--- config.mk ---
export PLATFORM = sky130hd
export DESIGN_NAME = drum_seq_ctrl
export DESIGN_NICKNAME = d
export VERILOG_FILES = /design/src/rtl/drum_seq_ctrl.sv
export SDC_FILE = /design/constraint.sdc
export NUM_CORES = 1
export LEC_CHECK = 0
export BUFFER_PORTS_ARGS = -buffer_cell sky130_fd_sc_hd__buf_2
export CAP_MARGIN = 20
export CORE_MARGIN = 5
export CORE_UTILIZATION = 52
export DETAILED_ROUTE_END_ITERATION = 7
export GPL_TIMING_DRIVEN = 0
export PLACE_DENSITY_LB_ADDON = 0.12
export SLEW_MARGIN = 10
export SYNTH_ARGS = -nofsm -noshare
export SYNTH_HDL_FRONTEND = slang
export SYNTH_SLANG_ARGS = --single-unit
--- constraint.sdc ---
create_clock -name clk -period 3.28 [get_ports clk]
set_input_delay 0.164 -clock clk [delete_from_list [all_inputs] [get_ports clk]]
set_output_delay 0.164 -clock clk [all_outputs]
set_load 0.05 [all_outputs]
--- src/rtl/drum_seq_ctrl.sv ---
// drum_seq_ctrl: load/playback control FSM for the 4-instrument, STEPS-step drum datapath.
// Optional DRUM_SEQ_SYNC_EN adds 2-flop synchronizers on go, pause and slow_clk.
`default_nettype none

module drum_seq_ctrl #(
  parameter int STEPS = 8
) (
  input  logic       clk,
  input  logic       reset,
  input  logic       go,
  input  logic       pause,
  input  logic       slow_clk,
  output logic       ld_bpm,
  output logic       ld_ins1,
  output logic       ld_ins2,
  output logic       ld_ins3,
  output logic       ld_ins4,
  output logic       play,
  output logic [3:0] timing,
  output logic       bar_done,
  output logic [2:0] state
);

  localparam logic [3:0] STEPS_W = 4'(STEPS);

  typedef enum logic [2:0] {
    S_LOAD_BPM  = 3'd0,
    S_LOAD_INS1 = 3'd1,
    S_LOAD_INS2 = 3'd2,
    S_LOAD_INS3 = 3'd3,
    S_LOAD_INS4 = 3'd4,
    S_PLAY      = 3'd5
  } state_t;

  logic go_s;
  logic pause_s;
  logic slow_s;

`ifdef DRUM_SEQ_SYNC_EN
  logic [1:0] go_sync_q;
  logic [1:0] pause_sync_q;
  logic [1:0] slow_sync_q;

  // go path resets high so a button held through reset is not seen as a press
  always_ff @(posedge clk or negedge reset) begin
    if (!reset) begin
      go_sync_q    <= 2'b11;
      pause_sync_q <= 2'b00;
      slow_sync_q  <= 2'b00;
    end else begin
      go_sync_q    <= {go_sync_q[0], go};
      pause_sync_q <= {pause_sync_q[0], pause};
      slow_sync_q  <= {slow_sync_q[0], slow_clk};
    end
  end

  assign go_s    = go_sync_q[1];
  assign pause_s = pause_sync_q[1];
  assign slow_s  = slow_sync_q[1];
`else
  assign go_s    = go;
  assign pause_s = pause;
  assign slow_s  = slow_clk;
`endif

  logic go_d1_q;
  logic go_d2_q;
  logic beat_d1_q;
  logic beat_d2_q;
  logic go_rise;
  logic beat_rise;

  always_ff @(posedge clk or negedge reset) begin
    if (!reset) begin
      go_d1_q   <= 1'b1;
      go_d2_q   <= 1'b1;
      beat_d1_q <= 1'b0;
      beat_d2_q <= 1'b0;
    end else begin
      go_d1_q   <= go_s;
      go_d2_q   <= go_d1_q;
      beat_d1_q <= slow_s;
      beat_d2_q <= beat_d1_q;
    end
  end

  assign go_rise   = go_d1_q & ~go_d2_q;
  assign beat_rise = beat_d1_q & ~beat_d2_q;

  state_t     state_q, state_d;
  logic [4:0] ld_q, ld_d;
  logic       play_q, play_d;
  logic [3:0] timing_q, timing_d;
  logic       bar_done_q, bar_done_d;

  always_ff @(posedge clk or negedge reset) begin
    if (!reset) begin
      state_q    <= S_LOAD_BPM;
      ld_q       <= 5'b00000;
      play_q     <= 1'b0;
      timing_q   <= 4'd0;
      bar_done_q <= 1'b0;
    end else begin
      state_q    <= state_d;
      ld_q       <= ld_d;
      play_q     <= play_d;
      timing_q   <= timing_d;
      bar_done_q <= bar_done_d;
    end
  end

  always_comb begin
    state_d    = state_q;
    ld_d       = 5'b00000;
    timing_d   = 4'd0;
    bar_done_d = 1'b0;

    case (state_q)
      S_LOAD_BPM: begin
        if (go_rise) begin
          ld_d[0] = 1'b1;
          state_d = S_LOAD_INS1;
        end
      end
      S_LOAD_INS1: begin
        if (go_rise) begin
          ld_d[1] = 1'b1;
          state_d = S_LOAD_INS2;
        end
      end
      S_LOAD_INS2: begin
        if (go_rise) begin
          ld_d[2] = 1'b1;
          state_d = S_LOAD_INS3;
        end
      end
      S_LOAD_INS3: begin
        if (go_rise) begin
          ld_d[3] = 1'b1;
          state_d = S_LOAD_INS4;
        end
      end
      S_LOAD_INS4: begin
        if (go_rise) begin
          ld_d[4]  = 1'b1;
          state_d  = S_PLAY;
          timing_d = 4'd1;
        end
      end
      S_PLAY: begin
        timing_d = timing_q;
        // go has priority over a coincident beat: leave without stepping
        if (go_rise) begin
          state_d  = S_LOAD_BPM;
          timing_d = 4'd0;
        end else if (!pause_s && beat_rise) begin
          if (timing_q == STEPS_W) begin
            timing_d   = 4'd1;
            bar_done_d = 1'b1;
          end else begin
            timing_d = timing_q + 4'd1;
          end
        end
      end
      default: begin
        state_d = S_LOAD_BPM;
      end
    endcase

    play_d = (state_d == S_PLAY) && !pause_s;
  end

  assign ld_bpm   = ld_q[0];
  assign ld_ins1  = ld_q[1];
  assign ld_ins2  = ld_q[2];
  assign ld_ins3  = ld_q[3];
  assign ld_ins4  = ld_q[4];
  assign play     = play_q;
  assign timing   = timing_q;
  assign bar_done = bar_done_q;
  assign state    = state_q;

endmodule

`default_nettype wire

==> Word-level counts from Yosys, hierarchy flattened <==
Index checks and enable logic that the tools add are counted.
{ "op_classes": {"addsub": 1, "eq_ne": 8, "muxes": 22, "bitwise": 4, "reduce_logical": 4} }
{ "ops": {"columns": ["op", "n"], "rows": [
  ["$mux W3", 6],
  ["$pmux W3 S6", 1],
  ["$mux W4", 3],
  ["$mux W1", 11],
  ["$eq A3 B3 Y1 const B", 3],
  ["$pmux W4 S2", 1],
  ["$eq A3 B2 Y1 const B", 2],
  ["$add A4 B1 Y4 const B", 1],
  ["$eq A4 B4 Y1 const B", 1],
  ["$eq A3 B1 Y1 const B", 1],
  ["$logic_not A3 Y1", 1],
  ["$ne A3 B3 Y1 const B", 1],
  ["$and A1 B1 Y1", 2],
  ["$logic_and A1 B1 Y1", 2],
  ["$not A1 Y1", 2],
  ["$logic_not A1 Y1", 1]
]} }
{ "word_totals": {"register_bits": 18, "in_bits": 5, "out_inout_bits": 14, "wordCells": 48} }

==> Longest topological paths before layout <==
{ "logic_depth": {"word_depth": 6, "ltp_mapped": 5, "mapped_depth_nobuf": 5} }

==> Worst setup path after synthesis <==
Ideal clock, no wire load.
{ "synth_path": {"kind": "register to register", "start": "register state_q[1], in the netlist state[1]", "end": "register timing_q[0], in the netlist timing[0]", "setup_ns": 0.095, "t_arrival_ns": 1.502, "setup_slack_ns": 1.683, "stages_incl_launch_ff": 4, "path_buffers": 0, "synth_period_minus_slack_ns": 1.597, "cell_sequence": "dfrtp_1 nand2b_4 or3b_4 o32ai_2"} }
{ "synth_via": {"elab_chain_len": 2} }
{ "synth_lines": {"columns": ["element", "line_no", "source"], "rows": [
  ["start: declaration", "90", "state_t state_q, state_d;"],
  ["start signal: assignment", "104", "state_q <= state_d;"],
  ["$eq A3 B3 Y1", "118", "case (state_q)"],
  ["$pmux W4 S2 / $ne A3 B3 Y1 (equally long branches)", null, null],
  ["end signal: assignment", "107", "timing_q <= timing_d;"],
  ["end: declaration", "93", "logic [3:0] timing_q, timing_d;"]
]} }
Parallel ways exist; a longest one is shown, timed or not.
A chain may end at the register's enable or synchronous reset.

==> Final worst setup path <==
Ends and elaborated chain as after synthesis.

==> results.md <==
Outcome:
- The flow ran to the end, and the final reports show no timing, DRC or antenna violations.

Clock tree:
- The level count of the clock H-tree is 1.
- After clock tree synthesis, the clock-pin slew on the worst setup and hold paths is 0.09 ns.
- The clock tree from TritonCTS is done.
- No sink is reached through more buffers than the 2 on the longest clock path.
- The clock root buffer master is sky130_fd_sc_hd__clkbuf_4.
- Clock latency on the worst-skew pair, taken at its later pin, is 0.28 ns.
- Post-CTS timing repair inserted 0 buffers for setup.
- CTS saw 18 sinks.
- The post-CTS resize count is 0.
- Clock tree synthesis inserted a total of 3 buffers.

Placed design:
- During placement, the flow inserted port buffers numbering 18.
- The weighted congestion reported at the end of routability-driven placement is 0.776.
- Once detailed placement completed, the half-perimeter wirelength came to 944 um.

Route:
- In the routed design, unresolved DRC markers number 0.
- The detailed router placed 502 vias in this run.
- The detail-routed via count per cell is 5.28.
- Before antenna repair, the detailed router went through 2 iterations.
- The final routed wire length divided by cell count is 13.7 um.
- Wires add up to 1.30 mm.
- The detailed router finished its first iteration with 3 violations.
- The remaining number of nets flagged by the antenna check after routing is 0.

GRT:
- The number of global-route vias before repair is 506.
- The global routing usage summed across all routing layers is 13.7%.
- The number of antenna violations at the first check in global routing came to 0.
- The overflow left after global routing is 0.
- The global-route wire length before repair is 2.17 mm.
- The pin count of the biggest net entering global routing is 19.

Yosys:
- The primary flip-flop cell chosen by synthesis mapping is sky130_fd_sc_hd__dfrtp_1.
- The net count after synthesis is 62.
- The number of flops mapped to enable cells by yosys is 0.
- In the post-synthesis netlist, the biggest area contributors are sky130_fd_sc_hd__dfrtp_1 55%, sky130_fd_sc_hd__dfstp_2 7.3%, sky130_fd_sc_hd__ha_1 3.5%, sky130_fd_sc_hd__nor2_1 3.1%, sky130_fd_sc_hd__mux2i_1 2.8%.
- Of the post-synthesis cell area, the dominant cell type holds 55.5%.
- The share of the yosys chip area belonging to registers is 62.7%.
- The most common cell in the synthesized netlist is sky130_fd_sc_hd__dfrtp_1.
- The cell count after synthesis is 55.
- The total number of yosys warnings is 0.
- The area of the mapped netlist is 722 um^2.
- The biggest area contributor in the post-synthesis netlist is sky130_fd_sc_hd__dfrtp_1.
- The mean instance size in the synthesized netlist is 13.1 um^2.
- The number of distinct library cells after synthesis is 25.
- Counting instances in the post-synthesis netlist gives the leading cell types as 16 x sky130_fd_sc_hd__dfrtp_1, 6 x sky130_fd_sc_hd__nor2_1, 3 x sky130_fd_sc_hd__inv_1, 3 x sky130_fd_sc_hd__nor3_1.
- The async set-reset flop share out of synthesis is 100%.
- Synthesis inferred 18 register bits.

Cells and area:
- The share of layout cells above drive strength 1 is 35.0%.
- The utilization after layout is 68.2%.
- The final layout contains 88 nets.
- The growth of design area from synthesis to finish is 22.9%.
- The number of antenna diodes in the final layout is 0.

Die:
- The effective utilization at floorplan is 55.5%.
- The floorplan has 13 rows.
- The height of the chip is 47.3 um.
- The die covers 0.00223 mm^2.
- The horizontal die dimension is 47.3 um.
- In this run the count of I/O pins placed on the die edge is 19.
- The total area inside the core boundary comes to 0.00130 mm^2.

Setup path:
- The category of the worst setup path launch point is a flop.
- In this run the worst setup path terminates at timing[0].
- STA puts the critical path data required time at 3.48 ns.
- Of all nets on the critical path, the largest fanout is 7.
- The number of cells on the worst reg-to-reg path is 3.
- The most critical setup path has its startpoint at state[1].
- The critical path in this run is classified as flop to flop.
- The critical register-to-register path endpoint is timing[0].
- The critical path capture point type is a flop.
- Setup slack on the worst reg-to-reg path comes out at 1.86 ns.
- The data arrival time of the critical path is 1.62 ns.
- The startpoint identified for the worst register-to-register timing path is state[1].

STA:
- The sum of negative setup slack is 0 ns.
- The final cycle utilization of the critical path is 43.3%.
- Based on the critical path, the design can be clocked at up to 0.704 GHz.
- Setup violations remaining at the end of the flow were counted as 0.
- The clock skew is 0.00159 ns.
- The count of pins over their slew limit is 0.
- The worst slew margin relative to its limit is 66.9%.
- The clock period minus worst slack is 1.42 ns.
- At the pin with the least slew margin, the transition time is 0.495 ns.
- Setup repair after global routing left no endpoint under its margin.
- The final-report hold violation count is 0.

Pwr:
- In this run the power density over the cells is 668 mW/mm^2.
- The maximum VDD drop is 0.490 mV.
- Summed over all cells, the static leakage comes to 0.000445 uW.

Hold path:
- The class of the tightest hold or removal check is input pin to flop.

Flow run:
- The tool flagged a number of max-cap violations equal to 0.
-- per-stage QoR --
stage / worst slack [ns] / power (uW) / instance area, um^2 / cells / hold slack, ns
global placement: 1.89 / 485 / 831 / 88 / 0.107
global route: 1.79 / 624 / 887 / 95 / 0.0415
CTS: 1.86 / 601 / 887 / 95 / 0.0490
floorplan: 1.68 / 437 / 722 / 55 / -0.132
finish: 1.86 / 593 / 887 / 95 / 0.0572
detailed placement: 1.89 / 487 / 831 / 88 / 0.111
-- where the power goes --
part	internal [uW]	switching [uW]
logic	57.7	141
registers	251	32.9
clock network	47.2	62.4
-- worst min-delay path by stage --
stage / startpoint / endpoint / slack, ns / depth (start not counted)
after floorplan: reset / bar_done / -0.13 / 0
after global placement: reset / timing[2] / 0.11 / 1
after detailed placement: reset / bar_done / 0.11 / 1
after CTS: pause / play / 0.05 / 2
after global routing: pause / play / 0.04 / 2
final: pause / play / 0.06 / 2
-- area by class of cell --
| class | count | area, um^2 |
|---|---|---|
| sequential | 18 | 453 |
| fill | 109 | 414 |
| multi-input combinational | 34 | 258 |
| timing repair buffer | 21 | 120 |
| clock buffer | 4 | 26.3 |
| tap | 15 | 18.8 |
| inverter | 3 | 11.3 |
-- flip-flops by register name (all words and copies together), names as in the netlist --
signal     cells
ld_q           5
timing         4
state          3
bar_done       1
beat_d1_q      1
beat_d2_q      1
go_d1_q        1
go_d2_q        1
play           1
-- per-layer routing --
layer | global-route usage (%) | wire [um]
met3 | 2.68 | 74
met2 | 25.4 | 625
met5 | 0 | 0
met4 | 4.97 | 15
met1 | 15.3 | 582
-- critical path, cell delays in order (launching register included) --
cell,delay (ns)
sky130_fd_sc_hd__dfrtp_1,0.47
sky130_fd_sc_hd__nand2b_4,0.20
sky130_fd_sc_hd__or3b_4,0.42
sky130_fd_sc_hd__o32ai_2,0.25
-- layout by cell type (no fill, tap or decap) --
| cell type | instances |
|---|---|
| sky130_fd_sc_hd__buf_2 | 18 |
| sky130_fd_sc_hd__dfrtp_1 | 16 |
| sky130_fd_sc_hd__nor2_1 | 6 |
| sky130_fd_sc_hd__inv_1 | 3 |
| sky130_fd_sc_hd__nor3_1 | 3 |
| sky130_fd_sc_hd__clkbuf_4 | 3 |
| sky130_fd_sc_hd__dlygate4sd3_1 | 3 |
| sky130_fd_sc_hd__nand2b_1 | 2 |
| sky130_fd_sc_hd__nand3b_1 | 2 |
| sky130_fd_sc_hd__mux2i_1 | 2 |
| sky130_fd_sc_hd__a21oi_1 | 2 |
| sky130_fd_sc_hd__ha_1 | 2 |
| sky130_fd_sc_hd__dfstp_2 | 2 |
| sky130_fd_sc_hd__nand2b_4 | 1 |
| sky130_fd_sc_hd__nor2b_1 | 1 |
| sky130_fd_sc_hd__xor2_1 | 1 |
| sky130_fd_sc_hd__xnor2_1 | 1 |
| sky130_fd_sc_hd__or3b_4 | 1 |
| sky130_fd_sc_hd__nor3b_2 | 1 |
| sky130_fd_sc_hd__nor3b_1 | 1 |
| sky130_fd_sc_hd__and3_1 | 1 |
| sky130_fd_sc_hd__o32ai_2 | 1 |
| sky130_fd_sc_hd__nand4b_1 | 1 |
| sky130_fd_sc_hd__a21bo_2 | 1 |
| sky130_fd_sc_hd__nand3_1 | 1 |
| sky130_fd_sc_hd__o21ai_0 | 1 |
| sky130_fd_sc_hd__a41oi_1 | 1 |
| sky130_fd_sc_hd__a311oi_1 | 1 |
| sky130_fd_sc_hd__clkbuf_1 | 1 |
-- what timing repair did --
item                                    in CTS  in global routing
endpoints found under the setup margin       0                  0
endpoints found under the hold margin       18                  0
hold buffers                                 3                  0
-- kinds of logic after synthesis --
| kind of cell | synth area share [%] |
|---|---|
| xor gates and xnor gates | 2.43 |
| muxes | 2.77 |
| DFF | 62.7 |
| buffers and inverters | 1.56 |
| adders and majority gates | 3.47 |
| and+or+nand+nor | 18.9 |
| AOI/OAI and AO/OA | 8.15 |
No activity file was read; power rests on OpenSTA's default activity.
